`src/rtl/dmem_dump_ctrl_pkg.sv`:
```
// Shared definitions for the data-memory dump controller: FSM state codes
// and word/byte sizing helpers.
package dmem_dump_ctrl_pkg;

   typedef logic [2:0] state_t;

   localparam state_t S_IDLE  = 3'd0;
   localparam state_t S_READ  = 3'd1;
   localparam state_t S_LATCH = 3'd2;
   localparam state_t S_SEND  = 3'd3;
   localparam state_t S_WAIT  = 3'd4;
   localparam state_t S_DONE  = 3'd5;

   localparam int LEN_DATA_DFLT  = 32;
   localparam int BYTES_PER_WORD = LEN_DATA_DFLT / 8;

   // Counter width that stays legal when only one value is needed.
   function automatic int cnt_width(input int n);
      return (n > 1) ? $clog2(n) : 1;
   endfunction

endpackage

```
`src/rtl/dump_byte_serializer.sv`:
```
// Holds one memory word and streams it MSB byte first as registered
// tx_start/tx_data pulses, one byte per send request.
module dump_byte_serializer
   import dmem_dump_ctrl_pkg::*;
#(
   parameter int N_BYTES = BYTES_PER_WORD
) (
   input  logic                 clk,
   input  logic                 reset,
   input  logic                 load_i,
   input  logic                 next_i,
   input  logic                 send_i,
   input  logic [8*N_BYTES-1:0] data_i,
   output logic                 last_o,
   output logic                 tx_start_o,
   output logic [7:0]           tx_data_o
);

   localparam int W      = 8 * N_BYTES;
   localparam int BCNT_W = cnt_width(N_BYTES);

   logic [W-1:0]      word_q, word_d;
   logic [BCNT_W-1:0] bcnt_q, bcnt_d;
   logic              tx_start_q;
   logic [7:0]        tx_data_q, tx_data_d;

   assign last_o     = (bcnt_q == BCNT_W'(N_BYTES - 1));
   assign tx_start_o = tx_start_q;
   assign tx_data_o  = tx_data_q;

   // NOTE: every signal written here gets a default first so no latch is inferred.
   always_comb begin
      word_d = word_q;
      bcnt_d = bcnt_q;
      if (load_i) begin
         word_d = data_i;
         bcnt_d = '0;
      end else if (next_i) begin
         word_d = word_q << 8;
         if (!last_o) bcnt_d = bcnt_q + BCNT_W'(1);
      end
      // The byte is taken from the word as it will be after this edge, so it
      // lines up with the cycle the FSM spends in SEND.
      tx_data_d = send_i ? word_d[W-1 -: 8] : 8'h00;
   end

   // NOTE: sequential state uses non-blocking assignments only.
   always_ff @(posedge clk) begin
      if (reset) begin
         word_q     <= '0;
         bcnt_q     <= '0;
         tx_start_q <= 1'b0;
         tx_data_q  <= 8'h00;
      end else begin
         word_q     <= word_d;
         bcnt_q     <= bcnt_d;
         tx_start_q <= send_i;
         tx_data_q  <= tx_data_d;
      end
   end

endmodule

```
`src/rtl/dmem_dump_ctrl.sv`:
```
// Shares the data-memory port between the CPU MEM stage and a UART dump
// sequencer that streams every memory word as bytes while the CPU is halted.
module dmem_dump_ctrl
   import dmem_dump_ctrl_pkg::*;
#(
   parameter int LEN_DATA  = LEN_DATA_DFLT,
   parameter int RAM_DEPTH = 256,
   parameter int ADDR_W    = 8
) (
   input  logic                clk,
   input  logic                reset,
   input  logic [ADDR_W-1:0]   cpu_addr,
   input  logic [LEN_DATA-1:0] cpu_wdata,
   input  logic                cpu_wr,
   input  logic                cpu_rd,
   output logic [LEN_DATA-1:0] cpu_rdata,
   output logic [ADDR_W-1:0]   mem_addr,
   output logic [LEN_DATA-1:0] mem_wdata,
   output logic                mem_wr,
   output logic                mem_rd,
   input  logic [LEN_DATA-1:0] mem_rdata,
   input  logic                cpu_halted,
   input  logic                dump_start,
   output logic [7:0]          tx_data,
   output logic                tx_start,
   input  logic                tx_done,
   output logic                dump_busy,
   output logic                dump_done
);

   localparam logic [ADDR_W-1:0] LAST_IDX = ADDR_W'(RAM_DEPTH - 1);

   state_t            state_q, state_d;
   logic [ADDR_W-1:0] idx_q, idx_d;
   logic              dump_busy_q, dump_done_q;
   logic              ser_load, ser_next, ser_last;

   assign cpu_rdata = mem_rdata;
   assign dump_busy = dump_busy_q;
   assign dump_done = dump_done_q;

   always_ff @(posedge clk) begin
      if (reset) begin
         state_q     <= S_IDLE;
         idx_q       <= '0;
         dump_busy_q <= 1'b0;
         dump_done_q <= 1'b0;
      end else begin
         state_q     <= state_d;
         idx_q       <= idx_d;
         dump_busy_q <= (state_d != S_IDLE);
         dump_done_q <= (state_d == S_DONE);
      end
   end

   always_comb begin
      state_d  = state_q;
      idx_d    = idx_q;
      ser_load = 1'b0;
      ser_next = 1'b0;
      case (state_q)
         S_IDLE: begin
            if (dump_start && cpu_halted) begin
               idx_d   = '0;
               state_d = S_READ;
            end
         end
         S_READ:  state_d = S_LATCH;
         S_LATCH: begin
            ser_load = 1'b1;
            state_d  = S_SEND;
         end
         S_SEND:  state_d = S_WAIT;
         S_WAIT: begin
            if (tx_done) begin
               ser_next = 1'b1;
               // Terminal test precedes the increment so idx never wraps.
               if (!ser_last)             state_d = S_SEND;
               else if (idx_q == LAST_IDX) state_d = S_DONE;
               else begin
                  idx_d   = idx_q + ADDR_W'(1);
                  state_d = S_READ;
               end
            end
         end
         S_DONE:  state_d = S_IDLE;
         default: state_d = S_IDLE;
      endcase
   end

   always_comb begin
      if (state_q == S_IDLE) begin
         mem_addr  = cpu_addr;
         mem_wdata = cpu_wdata;
         mem_wr    = cpu_wr;
         mem_rd    = cpu_rd;
      end else begin
         mem_addr  = idx_q;
         mem_wdata = '0;
         mem_wr    = 1'b0;
         mem_rd    = (state_q == S_READ);
      end
   end

   dump_byte_serializer #(
      .N_BYTES (LEN_DATA / 8)
   ) u_serializer (
      .clk        (clk),
      .reset      (reset),
      .load_i     (ser_load),
      .next_i     (ser_next),
      .send_i     (state_d == S_SEND),
      .data_i     (mem_rdata),
      .last_o     (ser_last),
      .tx_start_o (tx_start),
      .tx_data_o  (tx_data)
   );

endmodule
```
`config.mk`:
```
export PLATFORM = sky130hd
export DESIGN_NAME = dmem_dump_ctrl
export DESIGN_NICKNAME = d
export VERILOG_FILES = /design/src/rtl/dmem_dump_ctrl_pkg.sv /design/src/rtl/dump_byte_serializer.sv /design/src/rtl/dmem_dump_ctrl.sv
export SDC_FILE = /design/constraint.sdc
export NUM_CORES = 1
export LEC_CHECK = 0
export BUFFER_PORTS_ARGS = -buffer_cell sky130_fd_sc_hd__buf_2
export CORE_MARGIN = 2
export CORE_UTILIZATION = 44
export CTS_CLUSTER_SIZE = 16
export DETAILED_ROUTE_END_ITERATION = 8
export GPL_ROUTABILITY_DRIVEN = 0
export GPL_TIMING_DRIVEN = 0
export PLACE_DENSITY = 0.9
export SYNTH_ARGS = -nofsm -noshare
export SYNTH_HDL_FRONTEND = slang
export SYNTH_SLANG_ARGS = --single-unit
```
`constraint.sdc`:
```
create_clock -name clk -period 2.2 [get_ports clk]
set_input_delay 0.44 -clock clk [delete_from_list [all_inputs] [get_ports clk]]
set_output_delay 0.44 -clock clk [all_outputs]
set_load 0.05 [all_outputs]
```
==> results_dict.tcl, run 1 <==
set metrics [dict create \
    status "finished clean" \
    critical_path.top_delay_family "buffers and inverters" \
    cts_hold_buf 0 \
    first_global_vias 2797 \
    numCtsBuffers 5 \
    hp-class "in -> reg" \
    drt_iter0_markers 178 \
    io-pin-count 164 \
    synthToLayoutAreaGrowth_pct 38.8 \
    final_cells 571 \
    drc 0 \
    synthArstFlopShare_pct 0 \
    drive_above_1_share_pct 47.6 \
    grt_max_degree 18 \
    final_nets 574 \
    insertion_delay_ns 0.31 \
    synth_top_area_share_pct 38.3 \
    clock.fmax_ghz 0.468 \
    skew_ns 0.0134 \
    synth_seq_cells 56 \
    rsz0062_at_grt "false" \
    htree_num_levels 2 \
    drv_cap 0 \
    synthSimpleGateAreaFrac_pct 20.3 \
    yosysTopAreaCell "dfxtp_1" \
    power.density_nw_per_um2 701 \
    worstSetupPathType "reg -> out" \
    cp_cell_sequence "buf_6 > nor3_4 > buf_6 > clkbuf_8 > mux2_2 > buf_6" \
    hold_viol_final 0 \
    die_height_um 85.5 \
    finalCoreUtilization_pct 63.6 \
    mappedNetlistArea_sq_um 2930 \
    synth_area_leaders "dfxtp_1 (38%), buf_4 (8.7%), mux2i_1 (8.6%)" \
    antenna_found_initial 0 \
    worst_pin_slew_ns 0.815 \
    synthMuxAreaShare_pct 14.3 \
    synth_common_cells "dfxtp_1 (56), nor2_1 (48), and2_1 (35)" \
    rows 29 \
    grt_pass1_wl_mm 12.5 \
    cp.arrival_ns 1.70 \
    antenna_left 0 \
    cts-root-buf "clkbuf_8" \
    clk_path_buf_depth 2 \
    critPathCaptureType "primary output" \
    num_antenna_cells 0 \
    finalCritPeriodShare_pct 97.1 \
    cts.sinks 56 \
    dp_slack_ns -0.112 \
    setup_viol 0 \
    crit_path_frequent_cell "buf_6" \
    cpPeakStageDelay_ns 0.34 \
    synth_xor_area_share_pct 0.299 \
    cts_tree "yes" \
    postSynthAreaPerCell_sq_um 9.06 \
    routedWlPerCell_um 14.5 \
    yosysUniqueCellTypes 44 \
    num_vias 3011 \
    cp-start-kind "flop" \
    start_util_pct 45.8 \
    dr.pass1.iters 5 \
    grt.total_usage_pct 21.2 \
    min_period_ns 2.14 \
    avgViaCountPerCell 5.27 \
    yosys_warnings 0 \
    synth_top_family_by_area "simple AND/OR/NAND/NOR gates" \
    p_leak_uw 0.00205 \
    layout_setup_ws_ns 0.0634 \
    core_sq_um 6390 \
    ir_drop_mv 0.436 \
    die_x_um 85.5 \
    synth-compound-area-share_pct 13.2 \
    io_buffers 162 \
    wl_mm 8.28 \
    synth-seq-area-share_pct 38.3 \
    cp_slowest_cell "mux2_2" \
    synth_flop_cell "dfxtp_1" \
    maxSlewHeadroom_pct 45.3 \
    synthesis.instances 323 \
    synth.most_common_cell "dfxtp_1" \
    hpwl_mm 6.45 \
    clk_pin_slew_worst_paths_ns 0.10 \
    dieArea_sq_um 7320 \
    synth_nets 404 \
    path_buf_inv 4 \
    synth_edf_count 0 \
    grt-ovfl-total 0 \
    synth_fa_ha_area_share_pct 0.855 \
    drv_slew 0 \
    required_ns 1.76 \
    dp.cells 562 \
    crit_fanout 10 \
]
report_power, final:
| group | switching, uW | internal [uW] | total [uW] |
|---|---|---|---|
| combinational | 712 | 358 | 1070 |
| clock | 337 | 345 | 682 |
| sequential | 29.6 | 1060 | 1090 |
state kept, by name, indices dropped and copies added (netlist names):
name,cells
u_serializer.tx_start_o,1
idx_q,8
dump_done,1
state_q,3
u_serializer.word_q,32
u_serializer.bcnt_q,2
dump_busy,1
u_serializer.tx_data_o,8
area by class of cell:
class                           count  area (sq um)
Timing Repair Buffer              165           915
Multi-Input combinational cell    207          1440
Buffer                             52           357
Clock inverter                      2          38.8
Clock buffer                        6          72.6
Tap cell                           77          96.3
Inverter                            6          22.5
Sequential cell                    56          1120
Fill cell                         513          2330
metal layers:
metal  wire (um)  part of all wire (%)  track usage (%)
met3         618                   7.5             3.27
met5           0                     0                0
met4         210                   2.5             8.37
met1        3080                    37             23.7
met2        4380                    53             39.8
what timing repair did:
action	in CTS	in global routing
setup buffers	3	0
hold endpoints to repair	0	0
resized for setup	18	28
pin swaps	1	1
setup endpoints to repair	43	33
metrics by stage:
| stage | setup TNS (ns) | total power (uW) | cell area, sq um | hold slack, ns |
|---|---|---|---|---|
| 6_report | 0 | 2840 | 4060 | 0.396 |
| 5_1_grt | 0 | 2940 | 4060 | 0.405 |
| 4_1_cts | 0 | 2820 | 4010 | 0.395 |
| 3_5_place_dp | -0.700 | 2120 | 3830 | 0.498 |
| 3_3_place_gp | -0.215 | 2100 | 3830 | 0.480 |
| 2_1_floorplan | 0 | 1870 | 2930 | 0.465 |
path summary, 6_finish.rpt:
kind | slack [ns] | end | depth (start not counted) | from
setup / recovery | 0.06 | mem_addr[4] | 6 | state_q[1]$_SDFF_PP0_
hold / removal | 0.40 | u_serializer.tx_data_o[3]$_SDFF_PP0_ | 3 | mem_rdata[27]
setup reg to reg | 0.28 | u_serializer.tx_data_o[5]$_SDFF_PP0_ | 6 | state_q[0]$_SDFF_PP0_
hold reg to reg | 0.52 | u_serializer.word_q[3]$_SDFFE_PP0P_ | 2 | u_serializer.word_q[3]$_SDFFE_PP0P_
kinds of logic (layout without fill, tap and decap cells):
| group | after synthesis | count (layout) |
|---|---|---|
| xor+xnor | 1 | 1 |
| compound gates | 53 | 53 |
| flops | 56 | 56 |
| mux | 40 | 40 |
| fa+ha+maj | 2 | 2 |
| buf+inv | 60 | 231 |
| simple gates | 111 | 111 |
worst min-delay path: cells and delay by family:
kind	cells	cell delay, ns
mux	1	0.07
simple gates	1	0.08
buf+inv	1	0.09
cell usage in the layout, fill, tap and decap left out, types with 2 or more instances in the layout:
| cell type | Yosys | routed |
|---|---|---|
| clkbuf_8 | 0 | 6 |
| buf_6 | 2 | 9 |
| o31ai_1 | 2 | 2 |
| dfxtp_1 | 56 | 55 |
| buf_4 | 34 | 43 |
| nor3_1 | 4 | 4 |
| and2_1 | 35 | 35 |
| ha_1 | 2 | 2 |
| a211oi_1 | 17 | 17 |
| nor2_1 | 48 | 48 |
| inv_1 | 6 | 6 |
| a31oi_1 | 2 | 2 |
| nand4_1 | 2 | 2 |
| nand2_1 | 5 | 5 |
| clkbuf_1 | 14 | 11 |
| a31o_2 | 2 | 2 |
| buf_2 | 4 | 144 |
| a22oi_1 | 8 | 8 |
| a21oi_1 | 7 | 7 |
| o21ai_0 | 5 | 4 |
| mux2_2 | 15 | 15 |
| nand2b_1 | 2 | 2 |
| or3b_1 | 2 | 2 |
| o41ai_1 | 2 | 2 |
| or4_1 | 3 | 3 |
| clkbuf_4 | 0 | 10 |
| mux2i_1 | 25 | 25 |
Power figures use the tool's default switching activity.
==> run 2: changes to the inputs <==
==> constraint.sdc (replaced) <==
create_clock -name clk -period 2.2 [get_ports clk]
set_input_delay 0.33 -clock clk [delete_from_list [all_inputs] [get_ports clk]]
set_output_delay 0.33 -clock clk [all_outputs]
set_load 0.05 [all_outputs]
==> run 2 against run 1 <==
Against the previous run:
- sequential share of layout area increased by 0.29 points
- via count decreased by 1.3%
- register-to-register slack worse by 0.04 ns
- clock power decreased by 18%
- combinational power is essentially flat
- routed wire length up 4.0%
- critical path depth is the same
- fmax rose by 1.3%
- first-iteration DRC count down 13%
- critical path type unchanged
- critical endpoint unchanged
==> results_dict.tcl, run 2 (synthesis gave the netlist of run 1 again) <==
set metrics [dict create \
    status "finished clean" \
    avgViaCountPerCell 5.19 \
    cts_tree "yes" \
    die_x_um 85.5 \
    largest_reg_flops 32 \
    min_period_ns 2.11 \
    clk_path_buf_depth 2 \
    setup_viol 0 \
    p_int_uw 1640 \
    grt_pass1_wl_mm 13.0 \
    postPlaceCellArea_sq_um 3830 \
    critPathCaptureType "primary output" \
    insertion_delay_ns 0.30 \
    final_common_cell "buf_2" \
    whs_path_depth 3 \
    drc 0 \
    drt_iter0_markers 155 \
    numCtsBuffers 5 \
    rows 29 \
    routedWlPerCell_um 15.0 \
    antenna_left 0 \
    synthToLayoutAreaGrowth_pct 37.2 \
    cts_hold_buf 0 \
    io-pin-count 164 \
    maxSlewHeadroom_pct 48.6 \
    cts-root-buf "clkbuf_8" \
    fill_cells 557 \
    io_buffers 162 \
    rsz0062_at_grt "false" \
    startpoint "state_q[0]$_SDFF_PP0_" \
    final_cell_mix "buf_2 (159), dfxtp_1 (56), nor2_1 (48), buf_4 (38), and2_1 (35)" \
    clk_pin_slew_worst_paths_ns 0.09 \
    r2r.worst_path.cells 7 \
    cp-start-kind "flop" \
    finish.instance_area_sq_um 4010 \
    num_antenna_cells 0 \
    rr_startpoint "state_q[0]$_SDFF_PP0_" \
    core_sq_um 6390 \
    power_frac_seq_pct 40.1 \
    drv_slew 0 \
    grt.total_usage_pct 22.1 \
    num_vias 2972 \
    start_util_pct 45.8 \
    clock.fmax_ghz 0.474 \
    drv_cap 0 \
    p_leak_uw 0.00205 \
    hold_viol_final 0 \
    cp.arrival_ns 1.78 \
    crit_fanout 10 \
    pwr-share-comb_pct 39.4 \
    htree_num_levels 2 \
    drive_above_1_share_pct 47.8 \
    skew_ns 0.00530 \
    ir_drop_mv 0.368 \
    min-delay-start "mem_rdata[1]" \
    dp_slack_ns -0.000295 \
    hpwl_mm 6.87 \
    r2r_slack_ns 0.24 \
    dr.pass1.iters 4 \
    cts.sinks 56 \
    finalCritPeriodShare_pct 95.9 \
    wl_mm 8.61 \
    hp-class "in -> reg" \
    worst_r2r_endpoint "u_serializer.tx_data_o[2]$_SDFF_PP0_" \
    layout_setup_ws_ns 0.0902 \
    worst_pin_slew_ns 0.765 \
    final_nets 576 \
    antenna_found_initial 0 \
    grt-ovfl-total 0 \
    grt_max_degree 19 \
    swShare_pct 39.7 \
    required_ns 1.87 \
    largest_register "u_serializer.word_q" \
    hold_end "u_serializer.word_q[1]$_SDFFE_PP0P_" \
    die_height_um 85.5 \
    worstSetupPathType "reg -> out" \
    p_sw_uw 1080 \
    dieArea_sq_um 7320 \
    pwr-share-clk_pct 20.6 \
    power.density_nw_per_um2 677 \
    first_global_vias 2713 \
]
[run 2: cell count changes in the layout (fill, tap and decap cells not counted)]
cell / change
buf_6: -2
dfxtp_1: +1
buf_2: +15
buf_12: +1
dfxtp_2: -1
clkinv_2: +1
clkbuf_1: -1
clkbuf_2: +3
clkbuf_4: -10
buf_4: -5
o21ai_0: +1
clkinv_4: +1
o21ai_1: -1
bufinv_16: -1
[run 2: area by class of cell]
cell class / instances / area [sq um] / share of cell area (%)
multi-input cells: 207 / 1440 / 35.8
flip-flops and latches: 56 / 1120 / 27.9
repair buffers: 165 / 882 / 22.0
plain buffers: 54 / 364 / 9.07
well taps: 77 / 96.3 / 2.40
clock buffers: 5 / 68.8 / 1.71
clock inverters: 3 / 22.5 / 0.561
inverters: 6 / 22.5 / 0.561
[run 2: per-layer routing]
metal  GRT usage [%]  routed length, um  up-vias
li1                -                  -     1448
met1            24.1               3160     1404
met2            44.7               4860      114
met3            2.98                538        6
met4            4.76                 53        0
met5               0                  0        -
[run 2: power by group through the flow]
stage          registers, uW  clock network, uW  logic (uW)
3_3_place_gp            1110                  0        1000
4_1_cts                 1090                572        1060
2_1_floorplan           1120                  0         749
3_5_place_dp            1110                  0        1020
5_1_grt                 1090                614        1120
6_report                1090                558        1070
[run 2: worst max-delay path: stages (launching register included)]
cell      delay (ns)
dfxtp_1         0.31
buf_2           0.17
nor3_4          0.20
buf_12          0.14
clkbuf_8        0.15
mux2_2          0.35
buf_6           0.16
[run 2: how the worst max path moves through the flow]
| stage | cells after the start | slack [ns] | endpoint |
|---|---|---|---|
| 3_3_place_gp | 7 | 0.03 | u_serializer.tx_data_o[6]$_SDFF_PP0_ |
| 2_1_floorplan | 4 | 0.07 | mem_addr[5] |
| 5_1_grt | 6 | 0.01 | mem_wdata[9] |
| 3_5_place_dp | 7 | -0.0003 | u_serializer.tx_data_o[6]$_SDFF_PP0_ |
| 6_report | 6 | 0.09 | mem_addr[4] |
| 4_1_cts | 6 | 0.005 | mem_wdata[19] |
[run 2: per-stage QoR]
step                instances  hold slack (ns)   TNS (ns)  power, uW  utilization (%)
floorplan                 323            0.465          0       1860                -
global placement          562            0.480          0       2110             60.0
detailed placement        562            0.489  -0.000295       2130             60.0
CTS                       573            0.291          0       2720             62.5
global route              573            0.305          0       2830             62.8
finish                    573            0.300          0       2720             62.8
[run 2: repair_timing]
item | CTS | global route
endpoints found under the setup margin | 43 | 16
resized for setup | 13 | 7
cloned | 0 | 0
hold endpoints to repair | 0 | 0
pin swaps | 1 | 1
buffers inserted | 3 | 0
==> run 3: changes to the inputs <==
Settings changed: CORE_UTILIZATION 44 to 46, PLACE_DENSITY 0.9 to 0.91, SYNTH_HIERARCHICAL set to 1.
==> run 3 against run 2 <==
Against the previous run:
- total power decreased by 3.1%
- first-iteration DRC count increased by 27%
- sequential cell count unchanged
- register-to-register slack improved by 0.12 ns
- critical endpoint is now mem_addr[7]
- clock skew increased by 0.0058 ns
- sequential power about the same
- worst hold slack got worse by 0.023 ns
- clock power decreased by 6.1%
- via count increased by 1.1%
- critical path type unchanged
- critical path depth unchanged
==> results_dict.tcl, run 3 <==
set metrics [dict create \
    first_global_vias 2634 \
    die_x_um 86.4 \
    maxSlewHeadroom_pct 62.0 \
    hold_viol_final 0 \
    yosysTopAreaCell "dfxtp_1" \
    finish.instance_area_sq_um 4140 \
    drc 0 \
    status "finished clean" \
    numCtsBuffers 5 \
    synth_area_leaders "dfxtp_1 (36%), mux2_2 (8.7%), buf_4 (7.9%)" \
    grt_use_met2_pct 34.3 \
    required_ns 1.87 \
    dr.pass1.iters 5 \
    cp-start-kind "flop" \
    crit_path_frequent_cell "buf_4" \
    avgViaCountPerCell 5.07 \
    layout_setup_ws_ns 0.0471 \
    fill_cells 557 \
    grt_util_met3_pct 3.81 \
    cp.arrival_ns 1.82 \
    critPathCaptureType "primary output" \
    cp_cell_sequence "buf_6 > nor3_4 > buf_4 > buf_4 > mux2_2 > buf_2" \
    dieArea_sq_um 7460 \
    cts-root-buf "clkbuf_8" \
    hold_slack_ns 0.277 \
    grt-ovfl-total 0 \
    io_buffers 163 \
    synth_top_area_share_pct 35.9 \
    finalCritPeriodShare_pct 97.9 \
    drive_above_1_share_pct 50.1 \
    multi_input_area_sq_um 1600 \
    cpPeakStageDelay_ns 0.32 \
    clock.fmax_ghz 0.464 \
    synth_flop_cell "dfxtp_1" \
    power.density_nw_per_um2 636 \
    largest_reg_flops 32 \
    p_leak_uw 0.00199 \
    start_util_pct 46.7 \
    synth-seq-area-share_pct 35.9 \
    final_cells 593 \
    synthArstFlopShare_pct 0 \
    io-pin-count 164 \
    cts.sinks 56 \
    path_buf_inv 4 \
    synth.most_common_cell "dfxtp_1" \
    busiest_layer "met2" \
    synth_edf_count 0 \
    synthToLayoutAreaGrowth_pct 32.7 \
    synth_seq_cells 56 \
    rows 30 \
    largest_register "u_serializer/word_q" \
    dp_slack_ns 0.302 \
    setup_viol 0 \
    htree_num_levels 2 \
    postPlaceCellArea_sq_um 4040 \
    clk_pin_slew_worst_paths_ns 0.10 \
    synthesis.instances 340 \
    worstSetupPathType "reg -> out" \
    finalSetupTns_ns 0 \
    cts_tree "yes" \
    drv_slew 0 \
    drv_cap 0 \
    hpwl_mm 6.20 \
    drt_iter0_markers 197 \
    synth_common_cells "dfxtp_1 (56), and2_1 (34), buf_4 (33)" \
    final_nets 594 \
    register_area_sq_um 1120 \
    num_vias 3006 \
    rsz0062_at_grt "true" \
    antenna_found_initial 0 \
    mappedNetlistArea_sq_um 3120 \
    core_sq_um 6680 \
    yosysUniqueCellTypes 44 \
    dp.cells 583 \
    clk_path_buf_depth 2 \
    num_antenna_cells 0 \
    skew_ns 0.0111 \
    die_height_um 86.4 \
    critical_path.top_delay_family "buffers and inverters" \
    hp-class "in -> reg" \
    grtUsageMet1_pct 26.3 \
    postSynthAreaPerCell_sq_um 9.19 \
    routedWlPerCell_um 13.6 \
    antenna_left 0 \
    cts_hold_buf 0 \
    final_common_cell "buf_2" \
    final_cell_mix "buf_2 (169), dfxtp_1 (56), buf_4 (37), and2_1 (34), nor2_1 (32)" \
    insertion_delay_ns 0.31 \
    worst_pin_slew_ns 0.570 \
    synth_nets 421 \
    grt_pass1_wl_mm 12.2 \
    grt_max_degree 16 \
    yosys_warnings 6 \
    wl_mm 8.04 \
    cp_slowest_cell "dfxtp_1" \
    grt.total_usage_pct 20.3 \
    ir_drop_mv 0.335 \
    crit_fanout 10 \
    min_period_ns 2.15 \
]
run 3: changes by cell type after synthesis, moves of 7 or more:
cell	delta
nor2_1	-16
nor3_1	+16
nor2b_1	+14
a211oi_1	-11
mux2_2	+9
a22oi_1	-8
mux2i_1	-8
nor3b_1	+7
run 3: power breakdown:
| group | internal [uW] | switching (uW) | leakage [uW] | total (uW) |
|---|---|---|---|---|
| combinational | 331 | 704 | 0.00149 | 1030 |
| clock | 217 | 307 | 0.0000410 | 524 |
| sequential | 1060 | 18.0 | 0.000454 | 1070 |
| total | 1600 | 1030 | 0.00199 | 2630 |
run 3: worst paths after layout:
path / from / slack [ns] / end / cells after the start
worst min-delay path: mem_rdata[4] / 0.28 / u_serializer/word_q[4]$_SDFFE_PP0P_ / 3
worst min register to register: idx_q[0]$_SDFFE_PP0P_ / 0.53 / idx_q[0]$_SDFFE_PP0P_ / 2
worst max-delay path: state_q[0]$_SDFF_PP0_ / 0.05 / mem_addr[7] / 6
worst max register to register: state_q[2]$_SDFF_PP0_ / 0.36 / u_serializer/word_q[18]$_SDFFE_PP0P_ / 6
run 3: worst register-to-register path, stage by stage (launching register included):
cell	delay, ns
dfxtp_1	0.32
buf_2	0.20
and4bb_2	0.38
buf_6	0.19
mux2_2	0.36
mux2i_1	0.20
nor2_1	0.06
run 3: timing repair:
action	4_1_cts	5_1_grt
pin swaps	0	1
resized for setup	1	2
setup endpoints to repair	6	36
setup buffers	0	3
run 3: layout make-up:
class | instances | share of cell area, %
sequential | 56 | 27.1
clock buffer | 6 | 1.75
buffer | 56 | 9.45
clock inverter | 1 | 0.121
timing repair buffer | 166 | 20.2
multi-input combinational | 223 | 38.5
inverter | 5 | 0.453
tap | 80 | 2.42
run 3: logic make-up after synthesis:
group | share of synthesized area (%)
muxes | 14.1
buffers and inverters | 13.0
adders and majority gates | 0.801
DFF | 35.9
xor gates and xnor gates | 0.280
AOI/OAI and AO/OA | 9.86
and+or+nand+nor | 26.0
run 3: per-stage QoR:
stage               utilization, %  total power [uW]
floorplan                        -              1870
global placement              60.4              2090
detailed placement            60.4              2110
CTS                           61.6              2620
global route                  62.0              2740
finish                        62.0              2630
run 3: metal layers:
metal  up-vias  wire length (um)
met5         -                 0
met4         0               151
met3        17               579
met2       121              3990
met1      1388              3320
li1       1480                 -
